`src/rtl/alu_trace_recorder.sv`:
```
// rtl/alu_trace_recorder.sv - trace buffer recording ALUSystem datapath results (optional macro: TRACE_WRAP_EN)
module alu_trace_recorder #(
  parameter int DEPTH = 16,
  parameter int PTR_W = 4
) (
  input  logic             clk_i,
  input  logic             rst_i,
  input  logic             arm_i,
  input  logic             stop_i,
  input  logic             sample_en_i,
  input  logic [3:0]       trig_mask_i,
  input  logic [3:0]       trig_value_i,
  input  logic [7:0]       alu_out_i,
  input  logic [3:0]       alu_zcno_i,
  input  logic [7:0]       mem_address_i,
  input  logic [7:0]       mem_out_i,
  input  logic [15:0]      ir_out_i,
  input  logic             rd_req_i,
  output logic [43:0]      rd_data_o,
  output logic             rd_valid_o,
  output logic [PTR_W:0]   count_o,
  output logic             empty_o,
  output logic             full_o,
  output logic             overflow_o,
  output logic [1:0]       state_o
);

  typedef enum logic [1:0] {
    IDLE    = 2'd0,
    ARMED   = 2'd1,
    CAPTURE = 2'd2,
    DONE    = 2'd3
  } state_e;

  localparam logic [PTR_W:0]   FULL_CNT = (PTR_W + 1)'(DEPTH);
  localparam logic [PTR_W-1:0] PTR_ONE  = {{(PTR_W - 1){1'b0}}, 1'b1};
  localparam logic [PTR_W:0]   CNT_ONE  = {{PTR_W{1'b0}}, 1'b1};

  state_e           state_q, state_d;
  logic [PTR_W-1:0] wr_ptr_q, wr_ptr_d;
  logic [PTR_W-1:0] rd_ptr_q, rd_ptr_d;
  logic [PTR_W:0]   count_q, count_d;
  logic [43:0]      rd_data_q, rd_data_d;
  logic             rd_valid_q, rd_valid_d;
  logic             overflow_q, overflow_d;
  logic             wr_en;
  logic [43:0]      wr_rec;
  logic [43:0]      mem_q [DEPTH];

  logic trig_hit;
  logic is_full;
  logic is_empty;

  assign wr_rec   = {ir_out_i, mem_out_i, mem_address_i, alu_zcno_i, alu_out_i};
  assign trig_hit = sample_en_i && ((alu_zcno_i & trig_mask_i) == (trig_value_i & trig_mask_i));
  assign is_full  = (count_q == FULL_CNT);
  assign is_empty = (count_q == '0);

  // State, pointers and read port registers; cleared asynchronously.
  always_ff @(posedge clk_i or posedge rst_i) begin
    if (rst_i) begin
      state_q    <= IDLE;
      wr_ptr_q   <= '0;
      rd_ptr_q   <= '0;
      count_q    <= '0;
      rd_data_q  <= '0;
      rd_valid_q <= 1'b0;
      overflow_q <= 1'b0;
    end else begin
      state_q    <= state_d;
      wr_ptr_q   <= wr_ptr_d;
      rd_ptr_q   <= rd_ptr_d;
      count_q    <= count_d;
      rd_data_q  <= rd_data_d;
      rd_valid_q <= rd_valid_d;
      overflow_q <= overflow_d;
    end
  end

  // Record storage; contents need no reset since Count gates every read.
  always_ff @(posedge clk_i) begin
    if (wr_en) mem_q[wr_ptr_q] <= wr_rec;
  end

  // Next-state: session control, capture writes and pop-style reads.
  always_comb begin
    state_d    = state_q;
    wr_ptr_d   = wr_ptr_q;
    rd_ptr_d   = rd_ptr_q;
    count_d    = count_q;
    rd_data_d  = rd_data_q;
    rd_valid_d = 1'b0;
    overflow_d = overflow_q;
    wr_en      = 1'b0;
    case (state_q)
      IDLE, DONE: begin
        if (arm_i) begin
          // Arm wins over a same-cycle read; the session starts clean.
          wr_ptr_d   = '0;
          rd_ptr_d   = '0;
          count_d    = '0;
          overflow_d = 1'b0;
          state_d    = ARMED;
        end else begin
          if (rd_req_i && !is_empty) begin
            rd_data_d  = mem_q[rd_ptr_q];
            rd_valid_d = 1'b1;
            rd_ptr_d   = rd_ptr_q + PTR_ONE;
            count_d    = count_q - CNT_ONE;
          end
`ifndef TRACE_WRAP_EN
          // Samples arriving after an automatic stop are lost.
          if (state_q == DONE && sample_en_i) overflow_d = 1'b1;
`endif
        end
      end
      ARMED: begin
        if (stop_i) begin
          state_d = DONE;
        end else if (trig_hit) begin
          wr_en    = 1'b1;
          wr_ptr_d = wr_ptr_q + PTR_ONE;
          count_d  = count_q + CNT_ONE;
          state_d  = CAPTURE;
        end
      end
      CAPTURE: begin
        if (stop_i) begin
          state_d = DONE;
        end else if (sample_en_i) begin
          wr_en    = 1'b1;
          wr_ptr_d = wr_ptr_q + PTR_ONE;
`ifdef TRACE_WRAP_EN
          if (is_full) begin
            // Circular mode: drop the oldest record to keep the newest DEPTH.
            rd_ptr_d   = rd_ptr_q + PTR_ONE;
            overflow_d = 1'b1;
          end else begin
            count_d = count_q + CNT_ONE;
          end
`else
          count_d = count_q + CNT_ONE;
          if (count_q == FULL_CNT - CNT_ONE) state_d = DONE;
`endif
        end
      end
      default: state_d = IDLE;
    endcase
  end

  assign rd_data_o  = rd_data_q;
  assign rd_valid_o = rd_valid_q;
  assign count_o    = count_q;
  assign empty_o    = is_empty;
  assign full_o     = is_full;
  assign overflow_o = overflow_q;
  assign state_o    = state_q;

endmodule
```
`config.mk`:
```
export PLATFORM = sky130hd
export DESIGN_NAME = alu_trace_recorder
export DESIGN_NICKNAME = d
export VERILOG_FILES = /design/src/rtl/alu_trace_recorder.sv
export SDC_FILE = /design/constraint.sdc
export NUM_CORES = 1
export LEC_CHECK = 0
export CAP_MARGIN = 20
export CORE_UTILIZATION = 25
export CTS_CLUSTER_DIAMETER = 50
export DETAILED_ROUTE_END_ITERATION = 6
export DONT_BUFFER_PORTS = 1
export GPL_TIMING_DRIVEN = 1
export HOLD_SLACK_MARGIN = 0.02
export SETUP_SLACK_MARGIN = 0.05
export SLEW_MARGIN = 20
export SYNTH_ARGS = -nofsm -noshare
export SYNTH_HDL_FRONTEND = slang
export SYNTH_SLANG_ARGS = --single-unit
```
`constraint.sdc`:
```
create_clock -name clk_i -period 6.57 [get_ports clk_i]
set_clock_uncertainty 0.2 [all_clocks]
set_input_delay 0.9855 -clock clk_i [delete_from_list [all_inputs] [get_ports clk_i]]
set_output_delay 0.9855 -clock clk_i [all_outputs]
set_load 0.01 [all_outputs]
```
==> run_results.csv <==
group,metric,value,unit
logic_synthesis,synth_edf_count,704,
clock_tree,clkTransAtPathRegs,0.06,ns
logic_synthesis,synthTopCellsByCount,"704 x edfxtp_1, 218 x mux4_2, 61 x dfrtp_1",
timing,drv_slew,0,
timing,min_period_over_period,59.0,%
detailed_routing,wl_per_cell,23.0,um
timing,fmax,258,MHz
timing,rsz0062_at_grt,"no",
power_and_ir_drop,p_leak,10.1,nW
timing,relSlewSlack,27.7,%
floorplan,start_util,25.2,%
logic_synthesis,ys_warn_count,0,
global_routing,grt_first_pass_wirelength,95.8,mm
global_routing,antenna_found_initial,2,
power_and_ir_drop,ir_drop,0.171,mV
clock_tree,hold_buffers,0,
floorplan,dieArea,119000,um^2
clock_tree,cts_tree,"yes",
logic_synthesis,ys.flop_type,"edfxtp_1",
floorplan,dieHeight,345,um
logic_synthesis,synthArstFlopShare,7.97,%
logic_synthesis,synth.area.top_cells,"edfxtp_1 72%, mux4_2 17%, dfrtp_1 5.2%",
critical_path,startpoint_type,"flip-flop",
clock_tree,postCtsSetupBuffers,0,
logic_synthesis,synth-seq-cells,765,
logic_synthesis,synth_top_area_share,72.0,%
detailed_routing,drc,0,
floorplan,core_area,116000,um^2
placed_design,dpl_worst_slack,2.05,ns
global_routing,track_usage,11.2,%
detailed_routing,dr.pass1.iters,5,
timing,hold_violations,0,
critical_path,rr_worst_depth,6,
finish,layout-drive-gt1-share,32.3,%
placed_design,gp_congestion,0.725,
min_path,min_path_type,"input port to async pin",
detailed_routing,antenna_left,0,
timing,worst_slack,2.69,ns
critical_path,worstReg2RegEnd,"mem_q[15][26]",
timing,timing.final.crit_period,3.88,ns
clock_tree,clock_sinks,765,
finish,area_delta_synth_final,14.7,%
clock_tree,ctsResizeCount,0,
floorplan,rows,125,
timing,fin_tns_setup,0,ns
logic_synthesis,synth_seq_area_share,77.2,%
clock_tree,clk_latency,0.62,ns
status,status,"finished, final reports clean",
logic_synthesis,avgSynthCellArea,24.1,um^2
finish,final_net_count,1333,
critical_path,crit_arrival,3.94,ns
flow_run,cap_violations,0,
logic_synthesis,synthCells,1221,
critical_path,r2r_slack,2.69,ns
global_routing,grt_max_degree,67,
clock_tree,cts_max_level,3,
critical_path,path_max_fanout,23,
logic_synthesis,ys_types,48,
critical_path,path_class,"flip-flop to flip-flop",
detailed_routing,totalWireLength,65.7,mm
placed_design,hpwl,43.1,mm
clock_tree,cts-root-buf,"clkbuf_16",
global_routing,grt_pass1_vias,13203,
detailed_routing,dr_total_vias,12760,
power_and_ir_drop,power.density,368,nW/um^2
clock_tree,cts_inserted_buffers,73,
placed_design,portBuffers,0,
logic_synthesis,synth_top_cell_by_area,"edfxtp_1",
clock_tree,cts_buffer_depth,3,
detailed_routing,first_iter_violations,1212,
floorplan,die_x,345,um
logic_synthesis,synth_nets,1290,
global_routing,overflow,0,
critical_path,end_kind,"flip-flop",
floorplan,ioPinCount,113,
logic_synthesis,syn_area,29400,um^2
critical_path,cp.required,6.64,ns
detailed_routing,viasPerCell,4.48,
timing,worst-slew-pin-transition,1.09,ns
logic_synthesis,synthMostInstantiatedCell,"edfxtp_1",
critical_path,timing.rr.start,"state_o[0]",
timing,setup_viol,0,
stage by stage:
step	hold slack (ns)	cell area, um^2	total power, W	util (%)	instances
after floorplan	0.292	29400	0.00758	-	1221
final	0.246	33700	0.0124	28.9	2850
after CTS	0.227	33700	0.0126	28.9	2848
after global placement	0.354	31200	0.00823	26.8	2713
after detailed placement	0.374	31200	0.00828	26.8	2713
after global routing	0.236	33700	0.0129	28.9	2848
sequential cells by signal (all words and copies together), names as in the netlist:
signal,flops
mem_q,704
rd_data_o,44
count_o,5
rd_ptr_q,4
wr_ptr_q,4
state_o,2
overflow_o,1
rd_valid_o,1
report_power, final:
group,internal (W),leakage [nW],switching [W]
clock network,0.00249,1.21,0.00179
logic,0.00110,1.83,0.00105
registers,0.00555,7.06,0.000416
layout by cell type, fill, tap and decap left out, drive strengths merged, types with 2 or more instances in the layout:
cell type  instances
or3                2
o31ai              4
a21oi              6
mux2              46
a21boi             2
nor2b              3
o21ai             17
nor2              21
or2                2
buf               28
bufinv             8
xor2               4
clkbuf            91
nand2b             3
nand2              7
o41ai              3
and3               2
dfrtp             61
clkinv            28
edfxtp           704
clkinvlp           2
a22oi              3
nor3               2
diode              2
a22o               2
a31oi              3
ha                11
nand3              5
inv               20
a2111oi            2
mux4             220
worst max path at each step:
stage	end	slack, ns	from
final	mem_q[15][26]	2.69	state_o[0]
after global routing	mem_q[10][9]	2.42	state_o[0]
after CTS	mem_q[10][9]	2.52	state_o[0]
after detailed placement	mem_q[10][11]	2.05	alu_zcno_i[1]
after global placement	mem_q[11][8]	2.10	alu_zcno_i[1]
after floorplan	mem_q[7][0]	1.03	alu_zcno_i[1]
worst max-delay path: stages, from the launching register on:
cell     delay (ns)
dfrtp_1        0.45
inv_1          0.09
ha_1           0.31
nor2_1         0.41
nand3_1        0.71
nor2_4         0.89
buf_4          0.46
metal layers:
| metal | up-vias | GRT usage (%) | part of all wire (%) |
|---|---|---|---|
| li1 | 5299 | - | - |
| met1 | 6997 | 15.3 | 43 |
| met2 | 388 | 16.4 | 45 |
| met3 | 76 | 4.21 | 9.8 |
| met4 | 0 | 3.22 | 1.9 |
| met5 | - | 0 | 0 |
final cells by class:
class	instances	area (um^2)
Antenna cell	2	5.00
Sequential cell	765	22700
Clock buffer	91	1990
Clock inverter	44	469
Inverter	14	55.1
Tap cell	1524	1910
Timing Repair Buffer	28	223
Multi-Input combinational cell	382	6350
Fill cell	11210	82700
kinds of logic (layout without fill, tap and decap cells):
kind of cell | count (synthesis) | after routing | share of synthesized area (%)
AO/OA/AOI/OAI | 48 | 48 | 1.06
XOR/XNOR | 4 | 4 | 0.119
adder cells (fa/ha/maj) | 11 | 11 | 0.469
buffers and inverters | 74 | 177 | 1.59
flip-flops | 765 | 765 | 77.2
multiplexers | 267 | 267 | 18.7
other | 0 | 2 | 0
AND/OR/NAND/NOR | 52 | 52 | 0.861
Note: power is estimated with default switching activity, not from simulation.
==> variant (same settings) <==
Set the parameter `PTR_W` to 5 (it was 4).
--- a/src/rtl/alu_trace_recorder.sv
+++ b/src/rtl/alu_trace_recorder.sv
@@ -2,5 +2,5 @@
 module alu_trace_recorder #(
   parameter int DEPTH = 16,
-  parameter int PTR_W = 4
+  parameter int PTR_W = 5
 ) (
   input  logic             clk_i,
Interface: changed (resized count_o); port bits go from 113 to 114. No check against the original RTL was run, so the function may have changed too.
==> variant against the unedited design <==
Routed wire length fell by 0.26%; cell area increased by 0.43%; via count is 3.8% higher; combinational power decreased by 11%; setup slack better by 0.031 ns; area after synthesis is 0.43% higher; count of clock-buffer cells in the layout is 12 higher; power fell by 1.1%; sequential cell count grew 1; final cell count grew 3.2%; die area increased by 0.42%.
==> variant: results (changes against the unedited design) <==
metric,value,unit,change
Tightest Hold Check Type,in2reg,,was in2async
Max IR drop VDD,0.237,mV,was 0.171 mV
Hold Buf Count CTS,1,,was 0
Routed wire per std cell,22.3,µm,was 23.0 µm
number of DRC markers in iteration 0,1206,,was 1212
Area contributors post-synth,"edfxtp_1, mux4_2, dfrtp_1",,unchanged
layout cell share with drive strength beyond 1,26.7,%,was 32.3%
crit-path max FO,49,,was 23
Post-DP HPWL,36600,µm,was 43100 µm
Critical Path AT,4.22,ns,was 3.94 ns
largest net degree at the start of global routing,144,,was 67
pre-CTS WS,2.35,ns,was 2.05 ns
mean area per synthesized cell,22.1,µm²,was 24.1 µm²
first-pass iteration count of the detailed router,6,,was 5
asr flop ratio synth,8.09,%,was 7.97%
vias per cell,4.50,,was 4.48
Crit path max-delay family,buffers and inverters,,was simple AND/OR/NAND/NOR gates
sequential-to-total area share from yosys stat,76.9,%,was 77.2%
Routed Antenna Nets,0,,unchanged
status,finished clean,,unchanged
"Largest stage delay, worst path",0.67,ns,was 0.89 ns
antenna cells,0,,was 2
synth unique cells,51,,was 48
first-pass GRT wire length,97300,µm,was 95800 µm
Final #Nets,1424,,was 1333
Total GRT Usage,11.0,%,was 11.2%
placed cells,2797,,was 2713
commonest cells in the netlist,"edfxtp_1, mux4_2, nand2_1",,"was edfxtp_1, mux4_2, dfrtp_1"
Worst-Margin Slew,1.04,ns,was 1.09 ns
Reg area,22700,µm²,about the same
Post-DP Area,31200,µm²,about the same
Filler Cells Inserted,11100,,was 11200
GP Congestion,0.747,,was 0.725
vias in the first global route,14100,,was 13200
[variant: worst paths after layout]
check                                                  to  depth (start not counted)                      start  slack [ns]
worst max-delay path            rd_data_o[28]$_DFFE_PP0P_                          9     state_o[0]$_DFFE_PP0P_        2.72
worst min-delay path              mem_q[14][27]$_DFFE_PP_                          0               mem_out_i[7]        0.25
worst max register to register  rd_data_o[28]$_DFFE_PP0P_                          9     state_o[0]$_DFFE_PP0P_        2.72
worst min register to register  rd_data_o[41]$_DFFE_PP0P_                          2  rd_data_o[41]$_DFFE_PP0P_        0.38
max in group asynchronous         rd_ptr_q[0]$_DFFE_PP0P_                          3                      rst_i        4.39
min in group asynchronous        rd_data_o[4]$_DFFE_PP0P_                          2                      rst_i        0.66
[variant: cell families (layout without fill, tap and decap cells)]
kind of cell	count (synthesis)	in the layout	share of synthesized area [%]
AO/OA/AOI/OAI	51	51	1.23
XOR/XNOR	5	5	0.148
adder cells (fa/ha/maj)	11	11	0.467
buffers and inverters	82	167	1.46
flip-flops	766	766	76.9
multiplexers	222	222	16.9
AND/OR/NAND/NOR	196	196	2.88
[variant: layout make-up]
cell class              count  area share (%)
well taps                1524            5.64
flip-flops and latches    766            67.1
clock inverters            41            1.21
repair buffers             10           0.340
clock buffers             103            6.45
multi-input cells         485            19.1
inverters                  13           0.152
[variant: power by group]
part	internal (mW)	switching, mW	leakage [nW]
clock network	2.56	1.87	1.27
logic	0.952	0.957	2.06
registers	5.54	0.381	7.10
[variant: worst register-to-register path, stage by stage (launching register included)]
cell	delay [ns]
dfrtp_1	0.48
inv_1	0.07
ha_1	0.64
nor2b_1	0.65
o211ai_4	0.13
buf_4	0.36
inv_2	0.68
buf_4	0.41
nand2_1	0.11
nand2_1	0.08
[variant: layer usage]
metal / part of all wire [%] / GRT usage (%) / vias up
li1: - / - / 5565
met1: 42 / 14.5 / 7190
met2: 49 / 18.0 / 400
met3: 6.9 / 2.94 / 92
met4: 1.6 / 2.50 / 0
met5: 0 / 0 / -
